`src/rtl/pixel_stream_writer.sv`:
```
// Byte-stream front end for pixel_ram: pairs 8-bit bytes into RGB565 words (high byte first)
// and writes them linearly from address 0, flagging frame completion, resyncs and drops.
module pixel_stream_writer #(
  parameter int PIXELS = 4096,
  parameter int ADDR_W = 12
) (
  input  logic              i_clk,
  input  logic              i_reset,
  input  logic [7:0]        i_data,
  input  logic              i_valid,
  input  logic              i_sof,
  output logic              o_ready,
  output logic [ADDR_W-1:0] o_w_addr,
  output logic [15:0]       o_w_data,
  output logic              o_w_enable,
  output logic              o_frame_done,
  output logic [7:0]        o_frame_count,
  output logic              o_resync,
  output logic              o_drop
);

  localparam logic [1:0] ST_IDLE = 2'd0;
  localparam logic [1:0] ST_HI   = 2'd1;
  localparam logic [1:0] ST_LO   = 2'd2;

  localparam logic [ADDR_W-1:0] LAST_INDEX = ADDR_W'(PIXELS - 1);
  localparam logic [ADDR_W-1:0] INDEX_ONE  = ADDR_W'(1);

  logic [1:0]        state;
  logic [1:0]        state_next;
  logic [ADDR_W-1:0] index;
  logic [ADDR_W-1:0] index_next;
  logic [7:0]        hi_byte;
  logic              accept;
  logic              load_hi;
  logic              write_now;
  logic              last_now;
  logic              resync_now;
  logic              drop_now;

  // Always ready except while reset is held.
  assign o_ready = ~i_reset;
  assign accept  = i_valid & o_ready;

  // Next-state and per-byte event decode.
  always_comb begin
    state_next = state;
    index_next = index;
    load_hi    = 1'b0;
    write_now  = 1'b0;
    last_now   = 1'b0;
    resync_now = 1'b0;
    drop_now   = 1'b0;
    case (state)
      ST_IDLE: begin
        if (accept && i_sof) begin
          load_hi    = 1'b1;
          index_next = '0;
          state_next = ST_LO;
        end else if (accept) begin
          drop_now = 1'b1;
        end else begin
          state_next = ST_IDLE;
        end
      end
      ST_HI: begin
        if (accept && i_sof) begin
          load_hi    = 1'b1;
          index_next = '0;
          resync_now = 1'b1;
          state_next = ST_LO;
        end else if (accept) begin
          load_hi    = 1'b1;
          state_next = ST_LO;
        end else begin
          state_next = ST_HI;
        end
      end
      ST_LO: begin
        if (accept && i_sof) begin
          // sof mid-pixel: the pending hi byte is abandoned, this byte restarts pixel 0
          load_hi    = 1'b1;
          index_next = '0;
          resync_now = 1'b1;
          state_next = ST_LO;
        end else if (accept) begin
          write_now = 1'b1;
          if (index == LAST_INDEX) begin
            last_now   = 1'b1;
            index_next = '0;
            state_next = ST_IDLE;
          end else begin
            index_next = index + INDEX_ONE;
            state_next = ST_HI;
          end
        end else begin
          state_next = ST_LO;
        end
      end
      default: begin
        index_next = '0;
        state_next = ST_IDLE;
      end
    endcase
  end

  // State, pixel assembly and registered RAM write port.
  always_ff @(posedge i_clk) begin
    if (i_reset) begin
      state         <= ST_IDLE;
      index         <= '0;
      hi_byte       <= 8'h00;
      o_w_addr      <= '0;
      o_w_data      <= 16'h0000;
      o_w_enable    <= 1'b0;
      o_frame_done  <= 1'b0;
      o_frame_count <= 8'h00;
      o_resync      <= 1'b0;
      o_drop        <= 1'b0;
    end else begin
      state        <= state_next;
      index        <= index_next;
      o_w_enable   <= write_now;
      o_frame_done <= last_now;
      o_resync     <= resync_now;
      o_drop       <= drop_now;
      if (load_hi) begin
        hi_byte <= i_data;
      end
      if (write_now) begin
        o_w_addr <= index;
        o_w_data <= {hi_byte, i_data};
      end
      if (last_now) begin
        o_frame_count <= o_frame_count + 8'h01;
      end
    end
  end

endmodule

```
`config.mk`:
```
export PLATFORM = sky130hd
export DESIGN_NAME = pixel_stream_writer
export DESIGN_NICKNAME = d
export VERILOG_FILES = /design/src/rtl/pixel_stream_writer.sv
export SDC_FILE = /design/constraint.sdc
export NUM_CORES = 1
export LEC_CHECK = 0
export BUFFER_PORTS_ARGS = -buffer_cell sky130_fd_sc_hd__buf_2
export CORE_MARGIN = 2
export CORE_UTILIZATION = 40
export CTS_BUF_LIST = sky130_fd_sc_hd__clkbuf_8 sky130_fd_sc_hd__clkbuf_16
export DETAILED_ROUTE_END_ITERATION = 8
export GPL_TIMING_DRIVEN = 0
export PLACE_DENSITY = 0.62
export SYNTH_ARGS = -nofsm -noshare
export SYNTH_HDL_FRONTEND = slang
export SYNTH_SLANG_ARGS = --single-unit
```
`constraint.sdc`:
```
create_clock -name i_clk -period 2 [get_ports i_clk]
set_input_delay 0.1 -clock i_clk [delete_from_list [all_inputs] [get_ports i_clk]]
set_output_delay 0.1 -clock i_clk [all_outputs]
set_load 0.01 [all_outputs]
```
# --- Word-level counts from Yosys, hierarchy flattened ---
# Index checks and enable logic that the tools add are counted.
classes:
  add_sub_neg: 2
  n_eq_ne: 6
  muxes: 23
  bitwise: 4
  reduce_logical: 8
ops:
  columns: ["operator", "n"]
  rows:
  - ["two-way mux 12 bit", 4]
  - ["case mux 12 bit (2 select lines)", 1]
  - ["adder 12 x 1 -> 12 bit, second input constant", 1]
  - ["equality test 12 bit, second input constant", 1]
  - ["two-way mux 2 bit", 6]
  - ["two-way mux 1 bit", 10]
  - ["OR reduction 2 bit", 5]
  - ["adder 8 x 1 -> 8 bit, second input constant", 1]
  - ["!= test 3 bit, second input constant", 2]
  - ["case mux 2 bit (3 select lines)", 1]
  - ["NOT 1 bit", 3]
  - ["equality test 2 x 1 -> 1 bit, second input constant", 1]
  - ["equality test 2 bit, second input constant", 1]
  - ["zero test 2 bit", 1]
  - ["!= test 2 x 1 -> 1 bit, second input constant", 1]
  - ["case mux 1 bit (2 select lines)", 1]
  - ["AND reduction 2 bit", 1]
  - ["bitwise AND 1 bit", 1]
  - ["logical AND 1 bit", 1]
totals:
  regBits: 62
  input_bits: 12
  elab_cells: 53

# --- Depth between registers and ports, before layout ---
# Gate-level depths: netlist of run 1.
depth:
  word_depth: 5
  ltp_mapped: 8

# --- Worst setup path before layout of run 1 ---
# OpenSTA, ideal clock, no wires.
synth_path:
  path_type: "register to register"
  from: "reg state[0]"
  to: "reg o_frame_count[5]"
  arrival_time_ps: 1639
  required_time_ps: 1930
  slack_ps: 291
  stages_incl_launch_ff: 8
  cell_sequence: "dfxtp_1 -> inv_1 -> ha_1 -> nand4bb_1 -> inv_2 -> nand4_4 -> or4_1 -> a21oi_1"
synth_between:
  elab_chain_cells: 2
synth_lines:
  columns: ["item", "line_no", "text"]
  rows:
  - ["start, declared", "29", "logic [1:0] state;"]
  - ["start signal, assigned", "121", "state <= state_next;"]
  - ["equality test 2 bit", "54", "case (state)"]
  - ["two-way mux 1 bit", "54", null]
  - ["end signal, assigned", "135", "o_frame_count <= o_frame_count + 8'h01;"]
  - ["end, declared", "17", "output logic [7:0] o_frame_count,"]
# Every way passes these cells.
# A chain may end at the register's enable or synchronous reset.

# --- Final worst setup path of run 1 ---
layout_path:
  from: "reg state[0]"
  to: "reg o_frame_count[6]"
# The elaborated chain is that of the path after synthesis.

==> results of run 1 <==
-- registers in the layout, indices dropped and copies added (netlist names) --
signal         flops
o_frame_done       1
hi_byte            8
index             12
o_w_addr          12
o_w_data          16
o_frame_count      8
o_resync           1
o_w_enable         1
o_drop             1
state              2
-- final timing paths --
check	end	slack (ps)	depth (start not counted)
max	o_frame_count[6]	120	7
min reg2reg	o_w_data[3]	450	2
min	hi_byte[3]	10	3
max reg2reg	o_frame_count[6]	120	7
-- where the power goes --
group          switching (W)  internal, W  total [W]
sequential        0.00000818      0.00125    0.00125
combinational       0.000101    0.0000554   0.000156
clock               0.000518     0.000491    0.00101
-- stage by stage --
stage / cells / area (µm²)
final: 462 / 3210
after global routing: 462 / 3210
after CTS: 462 / 3180
after detailed placement: 446 / 3000
after global placement: 446 / 3000
after floorplan: 317 / 2640
-- worst max-delay path, cell delays in order (launching register included) --
cell                        delay [ps]
sky130_fd_sc_hd__dfxtp_1           340
sky130_fd_sc_hd__inv_1              90
sky130_fd_sc_hd__ha_2              280
sky130_fd_sc_hd__nand4bb_4         140
sky130_fd_sc_hd__inv_2             130
sky130_fd_sc_hd__nand4_4           120
sky130_fd_sc_hd__or4_1             520
sky130_fd_sc_hd__a21oi_1           170
-- layout make-up --
| type | count | area, µm² | share of cell area (%) |
|---|---|---|---|
| clock inverter | 6 | 45.0 | 1.41 |
| multi-input combinational | 226 | 1300 | 40.6 |
| buffer | 18 | 77.6 | 2.42 |
| inverter | 10 | 37.5 | 1.17 |
| clock buffer | 10 | 138 | 4.29 |
| timing repair buffer | 53 | 268 | 8.35 |
| sequential | 62 | 1240 | 38.8 |
| tap | 77 | 96.3 | 3.01 |
-- placed cells by master, fill, tap and decap left out, drive strengths merged, types with 7 or more instances in the layout --
cell type	count
nand2	71
nor2	17
buf	61
dfxtp	62
o21ai	7
clkbuf	20
inv	12
nand4	7
mux2i	9
a21oi	41
nand3	13
-- repair_timing --
item / 4_1_cts / 5_1_grt
resized for setup: 0 / 4
buffers inserted: 0 / 1
endpoints found under the setup margin: 0 / 35
-- cell families after synthesis --
group	after synthesis
simple gates	135
compound gates	74
flops	62
buf+inv	29
mux	9
fa+ha+maj	6
xor+xnor	2
-- layer usage --
metal	share of wire (%)	wire length, µm
met3	6.1	391
met2	46	2950
met5	0	0
met1	46	2940
met4	1.5	93
==> impl_metrics.ini, run 1 <==
[synthesis]
yosys.area_share.adder_pct = 2.84
syn_inst = 317
synth_simple_gate_area_share_pct = 24.8
main_area_contributors_after_synthesis = sky130_fd_sc_hd__dfxtp_1, sky130_fd_sc_hd__nand2_1, sky130_fd_sc_hd__a21oi_1, sky130_fd_sc_hd__mux2i_1, sky130_fd_sc_hd__ha_1
postSynth.asyncResetShare_pct = 0
netlist_area_um2 = 2640
synth.yosys.warnings = 0
synth.lib_cells_used.distinct = 45
synthDominantAreaCellType = sky130_fd_sc_hd__dfxtp_1
post-synth-top-count-cell = sky130_fd_sc_hd__nand2_1
synth_compound_gate_area_share_pct = 16.8
postSynthNetCount = 335
synth.area.mux_share_pct = 3.41
synth-seq-area-share_pct = 47.0
synth_edf_count = 0
syn-mean-instance-area_um2 = 8.33
yosys.area_share.xor_xnor_pct = 0.664
synth_top_area_share_pct = 47.0
yosys_most_used_dff = sky130_fd_sc_hd__dfxtp_1
ys_seq_elements = 62
yosys-top-cells-count = sky130_fd_sc_hd__nand2_1, sky130_fd_sc_hd__dfxtp_1, sky130_fd_sc_hd__a21oi_1, sky130_fd_sc_hd__nor2_1, sky130_fd_sc_hd__nand3_1
synth_top_family_by_area = simple AND/OR/NAND/NOR gates

[critical_path]
worstPathMaxFanout = 7
critPathArrivalTime_ps = 2150
setup.worst_path.start = state[0]
worst_setup_path_start_kind = flip-flop
end_kind = flip-flop
timing.critical_path.required_ps = 2270
setup.worst_path.class = reg2reg
worstReg2RegStart = state[0]

[floorplanning]
chipWidth_um = 85.2
core.rowCount = 29
num_io_pins = 53
floorplan.die_area_um2 = 7270
starting_density_of_the_core_pct = 41.6
die_height_um = 85.2
core-area_um2 = 6350

[global_route]
globalRouteMet3Util_pct = 4.77
first_global_vias = 2193
gr-usage-met2_pct = 27.8
grt-busiest-layer = met2
initial_antenna_violation_count = 0
track_usage_pct = 18.0
grt_overflow_total = 0
grt_first_pass_wirelength_mm = 10.3
largest_net_degree_at_the_start_of_global_routing = 13
met1_usage_in_global_routing_pct = 23.6

[timing]
timing.slew.headroom_pct = 60.0
whs_ps = 9.72
timing.fmax_mhz = 533
timing.final.setup_violations = 0
worst-slew-pin-transition_ps = 597
worst_slack_ps = 124
final.setup.tns_ps = 0
grt_setup_unrepaired = no
post-route-period-util_pct = 93.8
finalClockSkew_ps = 9.38
post-route-min-period_ps = 1880
timing.final.max_slew_violations = 0
hold_violations = 0

[place]
pre_cts_slack_ps = 24.8
last_weighted_congestion_value_of_the_routability_driven_placer = 0.827
port_buffers = 52
detailedPlacementHpwl_mm = 4.59

[cells_and_area]
drive_gt1_share_pct = 22.1
diodes = 0
nets = 398
nFillCells = 653
layout-area-overhead-vs-synth_pct = 21.4
layout.core_utilization_pct = 50.5

[pwr]
total_power_w = 0.00242
power.static_leakage_nw = 1.30
pwr_density_cell_nw_per_um2 = 755
vdd.ir_drop.worst_mv = 0.490

[clocking]
holdBufCountCts = 0
clock_tree_root_driver_cell = sky130_fd_sc_hd__clkbuf_8
cts-buffers-inserted = 9
tritoncts_sinks = 62
clock_tree_from_tritoncts = done
cts_buffer_depth = 2
worst_skew_pair.late_latency_ps = 340
worst_setup_hold_path_clk_slew_ps = 70
maximum_level_of_the_cts_h_tree = 3

[route]
antenna_violating_nets_post_route = 0
via_count = 2457
route.detailed.vias_per_inst = 5.32
drt-wirelength-per-cell_um = 13.8
drcViolationCount = 0
drt-pass1-iter-count = 4
route.final.wire_length_mm = 6.38
initialDrtViolationCount = 87

[worst_hold_path]
worstHoldStart = i_data[3]
worst_hold_path_type = in2reg

[run_status]
run_status = complete, no violations

[job]
maxCapViolCount = 0
Power figures use the tool's default switching activity.
==> inputs of run 2 (changes only) <==
Settings changed: REMOVE_ABC_BUFFERS set to 1.
==> run 2 against run 1 <==
Effect of this change:
- non-clock buffer count down 3
- power increased by 7.4%
- critical path depth increased by 1
- flip-flop and latch count unchanged
- worst hold slack better by 6.1 ps
- clock power is 16% higher
==> impl_metrics.ini, run 2 (synthesis gave the netlist of run 1 again) <==
[worst_hold_path]
worstHoldStart = i_data[7]
hold_path_depth = 3
worst_hold_path_type = in2reg
timing.hold.worst_endpoint = hi_byte[7]

[timing]
post-route-period-util_pct = 95.8
timing.slew.headroom_pct = 55.5
worst_slack_ps = 83.3
post-route-min-period_ps = 1920
timing.final.setup_violations = 0
grt_setup_unrepaired = no
hold_violations = 0
timing.final.max_slew_violations = 0
worst-slew-pin-transition_ps = 668
whs_ps = 15.8
timing.fmax_mhz = 522
finalClockSkew_ps = 5.37

[route]
route.final.wire_length_mm = 6.46
via_count = 2477
antenna_violating_nets_post_route = 0
initialDrtViolationCount = 141
drcViolationCount = 0
drt-wirelength-per-cell_um = 14.0
drt-pass1-iter-count = 4
route.detailed.vias_per_inst = 5.38

[global_route]
grt_first_pass_wirelength_mm = 10.2
largest_net_degree_at_the_start_of_global_routing = 61
track_usage_pct = 17.7
first_global_vias = 2178
initial_antenna_violation_count = 0
grt_overflow_total = 0

[cells_and_area]
nets = 396
layout_common_cells = sky130_fd_sc_hd__nand2_1, sky130_fd_sc_hd__dfxtp_1, sky130_fd_sc_hd__buf_2
stdcell_count = 460
layout_commonest_cell = sky130_fd_sc_hd__nand2_1
drive_gt1_share_pct = 25.6
biggestRegsByFlops = o_w_data x16, index x12, o_w_addr x12
nFillCells = 608
diodes = 0
layout.core_utilization_pct = 53.2
largest_register_ffs = 16
layout-area-overhead-vs-synth_pct = 28.0
top_register = o_w_data

[clocking]
worst_skew_pair.late_latency_ps = 330
cts-buffers-inserted = 9
cts_buffer_depth = 2
worst_setup_hold_path_clk_slew_ps = 70
tritoncts_sinks = 62
maximum_level_of_the_cts_h_tree = 3
clock_tree_root_driver_cell = sky130_fd_sc_hd__clkbuf_8
clock_tree_from_tritoncts = done

[critical_path]
critPathArrivalTime_ps = 2180
reg2regPathDepth = 8
timing.critical_path.required_ps = 2260
ff2ff_setup_slack_ps = 80
setup.worst_path.start = state[0]
worstPathMaxFanout = 16
setup.worst_path.class = reg2reg
end_kind = flip-flop
reg2reg_to = o_frame_count[5]
worstReg2RegStart = state[0]
worst_setup_path_start_kind = flip-flop

[floorplanning]
starting_density_of_the_core_pct = 41.6
chipWidth_um = 85.2
num_io_pins = 53
core.rowCount = 29
die_height_um = 85.2
floorplan.die_area_um2 = 7270
core-area_um2 = 6350

[pwr]
cell_internal_pwr_w = 0.00202
pwr_density_cell_nw_per_um2 = 769
comb_power_share_pct = 6.5
power.static_leakage_nw = 1.38
sw_ratio_pct = 22.2
clock_power_share_pct = 45.1
total_power_w = 0.00260
p_sw_w = 0.000577
power_frac_seq_pct = 48.4
vdd.ir_drop.worst_mv = 0.415

[place]
last_weighted_congestion_value_of_the_routability_driven_placer = 0.817
pre_cts_slack_ps = -1330
port_buffers = 52
place.detailed.instances = 428
detailedPlacementHpwl_mm = 3.96

[run_status]
run_status = complete, no violations

[job]
maxCapViolCount = 0
==> run 2: cell count changes in the layout (fill, tap and decap cells not counted), sizes merged <==
cell,change
clkinvlp,+1
clkbuf,-5
clkinv,-4
dlygate4sd3,+3
buf,+2
bufinv,+1
==> run 2: area by class of cell <==
cell class	instances	area, µm²	area share [%]
Clock inverter	3	41.3	1.22
Multi-Input combinational cell	226	1340	39.5
Inverter	10	53.8	1.59
Tap cell	77	96.3	2.85
Clock buffer	13	179	5.29
Timing Repair inverter	1	8.76	0.259
Sequential cell	62	1240	36.8
Timing Repair Buffer	68	420	12.4
==> run 2: how the worst max path moves through the flow <==
stage / to / cells after the start
after floorplan: o_frame_count[5] / 7
after global placement: o_frame_count[6] / 6
after global routing: o_frame_count[4] / 8
after CTS: o_frame_count[5] / 8
final: o_frame_count[5] / 8
after detailed placement: o_frame_count[5] / 7
==> run 2: power groups by stage <==
| stage | combinational [W] | clock, W | sequential (W) |
|---|---|---|---|
| floorplan | 0.0000814 | 0 | 0.00128 |
| global route | 0.000186 | 0.00127 | 0.00126 |
| global placement | 0.000142 | 0 | 0.00128 |
| detailed placement | 0.000145 | 0 | 0.00128 |
| finish | 0.000170 | 0.00117 | 0.00126 |
| CTS | 0.000158 | 0.00120 | 0.00126 |
==> run 2: metrics by stage <==
step	area [µm²]	TNS, ps
6_report	3380	0
5_1_grt	3380	0
4_1_cts	3270	0
3_5_place_dp	2930	-32420
3_3_place_gp	2920	-75390
2_1_floorplan	2560	-16690
==> run 2: timing repair <==
| item | in CTS | in global routing |
|---|---|---|
| hold buffers | 3 | 0 |
| setup endpoints to repair | 49 | 20 |
| hold endpoints to repair | 3 | 0 |
| gates cloned | 1 | 1 |
| pin swaps | 2 | 0 |
| setup buffers | 4 | 7 |
| resized for setup | 11 | 10 |
==> run 2: worst max-delay path: stages, from the launching register on <==
cell and delay, ps:
sky130_fd_sc_hd__dfxtp_2 340, sky130_fd_sc_hd__inv_2 80, sky130_fd_sc_hd__ha_4 170, sky130_fd_sc_hd__nand4bb_4 150
sky130_fd_sc_hd__buf_12 180, sky130_fd_sc_hd__inv_16 90, sky130_fd_sc_hd__nand4_4 140, sky130_fd_sc_hd__or4_4 540
sky130_fd_sc_hd__a21oi_2 150
==> run 2: per-layer routing <==
layer	wire length (µm)	up-vias	part of all wire [%]	track usage (%)
li1	-	1247	-	-
met1	3090	1161	48	22.3
met2	2990	62	46	27.6
met3	308	7	4.8	7.10
met4	63	0	0.98	5.92
met5	0	-	0	0
==> inputs of run 3 (changes only) <==
Settings changed: CORE_UTILIZATION 40 to 54, PLACE_DENSITY 0.62 to 0.8.
==> run 3 against run 2 <==
Effect of this change:
- power down 5.5%
- largest power group unchanged
- worst hold slack worse by 4.7 ps
- critical path depth decreased by 3
- sequential share of layout area is 0.55 points higher
- sequential power barely moved
- clock skew up 2.1 ps
- clock-buffer cell count fell by 2
- worst setup slack better by 47 ps
- critical endpoint is now o_frame_count[6]
- global-route usage increased by 6.3 points
==> impl_metrics.ini, run 3 (synthesis gave the netlist of run 1 again) <==
[cells_and_area]
biggestRegsByFlops = o_w_data x16, index x12, o_w_addr x12
drive_gt1_share_pct = 24.8
layout_common_cells = sky130_fd_sc_hd__nand2_1, sky130_fd_sc_hd__dfxtp_1, sky130_fd_sc_hd__buf_2
layout-area-overhead-vs-synth_pct = 25.9
layout_commonest_cell = sky130_fd_sc_hd__nand2_1
top_register = o_w_data
stdcell_count = 454
nFillCells = 372
nets = 400
largest_register_ffs = 16
diodes = 0

[critical_path]
worst_setup_path_start_kind = flip-flop
timing.critical_path.required_ps = 2270
critPathArrivalTime_ps = 2140
slowest_stage = sky130_fd_sc_hd__or4_1
setup.worst_path.class = reg2reg
critical-path-max-stage-delay_ps = 550
end_kind = flip-flop
crit_chain = ha_2 -> and3_4 -> nand4_4 -> or4_1 -> a21oi_1
setup.worst_path.start = index[0]
worstReg2RegStart = index[0]
worstPathMaxFanout = 14

[run_status]
run_status = complete, no violations

[timing]
finalClockSkew_ps = 7.44
grt_setup_unrepaired = no
timing.final.setup_violations = 0
hold_violations = 0
post-route-min-period_ps = 1870
worst-slew-pin-transition_ps = 659
whs_ps = 11.1
timing.fmax_mhz = 535
timing.slew.headroom_pct = 56.1
timing.final.max_slew_violations = 0
worst_slack_ps = 130
post-route-period-util_pct = 93.5

[clocking]
clock_tree_root_driver_cell = sky130_fd_sc_hd__clkbuf_8
worst_setup_hold_path_clk_slew_ps = 70
cts-buffers-inserted = 9
tritoncts_sinks = 62
maximum_level_of_the_cts_h_tree = 3
clock_tree_from_tritoncts = done
cts_buffer_depth = 2
worst_skew_pair.late_latency_ps = 340

[floorplanning]
die_height_um = 73.9
num_io_pins = 53
core.rowCount = 25
floorplan.die_area_um2 = 5460
starting_density_of_the_core_pct = 55.9
core-area_um2 = 4720
chipWidth_um = 73.9

[route]
route.detailed.vias_per_inst = 5.54
drt-wirelength-per-cell_um = 14.2
initialDrtViolationCount = 123
via_count = 2517
route.final.wire_length_mm = 6.43
antenna_violating_nets_post_route = 0
drcViolationCount = 0
drt-pass1-iter-count = 4

[global_route]
first_global_vias = 2154
track_usage_pct = 24.0
initial_antenna_violation_count = 0
grt_overflow_total = 0
grt_first_pass_wirelength_mm = 9.94
largest_net_degree_at_the_start_of_global_routing = 62

[place]
pre_cts_slack_ps = -2060
port_buffers = 52
last_weighted_congestion_value_of_the_routability_driven_placer = 0.898
place.detailed.instances = 417
detailedPlacementHpwl_mm = 3.68

[pwr]
pwr_density_cell_nw_per_um2 = 739
power.static_leakage_nw = 1.36
vdd.ir_drop.worst_mv = 0.619
total_power_w = 0.00245

[worst_hold_path]
worst_hold_path_type = in2reg
worstHoldStart = i_data[1]

[job]
maxCapViolCount = 0
==> run 3: cell count changes in the layout (fill, tap and decap cells not counted), moves of 2 or more <==
cell,before,now
sky130_fd_sc_hd__or4_4,2,0
sky130_fd_sc_hd__a21oi_1,39,41
sky130_fd_sc_hd__dfxtp_2,2,0
sky130_fd_sc_hd__a21oi_2,2,0
sky130_fd_sc_hd__clkinv_2,0,2
sky130_fd_sc_hd__clkbuf_8,13,11
sky130_fd_sc_hd__or4_1,3,5
sky130_fd_sc_hd__buf_4,11,14
sky130_fd_sc_hd__dfxtp_1,60,62
sky130_fd_sc_hd__dlygate4sd3_1,3,5
==> run 3: critical path, delay by kind of cell, from the launching register on <==
family,cells,cell delay (ps)
adders and majority gates,1,240
DFF,1,420
and+or+nand+nor,3,990
AOI/OAI and AO/OA,1,140
==> run 3: power breakdown <==
group / switching, W / internal, W
Clock: 0.000508 / 0.000514
Sequential: 0.00000849 / 0.00125
Combinational: 0.000107 / 0.0000702
Total: 0.000623 / 0.00183
==> run 3: final cells by class <==
class,count,area [µm²],area share [%]
multi-input cells,227,1340,40.4
clock buffers,11,151,4.56
inverters,10,45.0,1.36
flip-flops and latches,62,1240,37.3
repair buffers,71,418,12.6
well taps,67,83.8,2.52
repair inverters,1,6.26,0.188
clock inverters,5,33.8,1.02
==> run 3: timing repair <==
action / CTS / global route
hold buffers: 5 / 0
setup buffers: 4 / 10
cloned: 2 / 0
setup endpoints to repair: 49 / 10
hold endpoints to repair: 8 / 0
gates resized for setup: 9 / 5
pin swaps: 1 / 1
==> run 3: metal layers <==
metal	track usage [%]	part of all wire [%]	vias up
met5	0	0	-
met4	12.5	1.6	0
met3	6.45	6.0	12
met2	36.3	49	87
met1	31.3	43	1168
li1	-	-	1250
==> run 3: worst paths after layout <==
path | slack, ps | to | cells past startpoint
hold / removal | 10 | o_w_data[1] | 3
hold reg to reg | 450 | o_w_data[7] | 2
setup reg to reg | 130 | o_frame_count[6] | 5
setup / recovery | 130 | o_frame_count[6] | 5
==> run 3: metrics by stage <==
stage	instance area [µm²]	setup TNS (ps)	util [%]
after global placement	2900	-67960	61.5
after floorplan	2560	-16690	-
final	3320	0	70.4
after CTS	3230	0	68.5
after detailed placement	2900	-69140	61.5
after global routing	3320	0	70.4
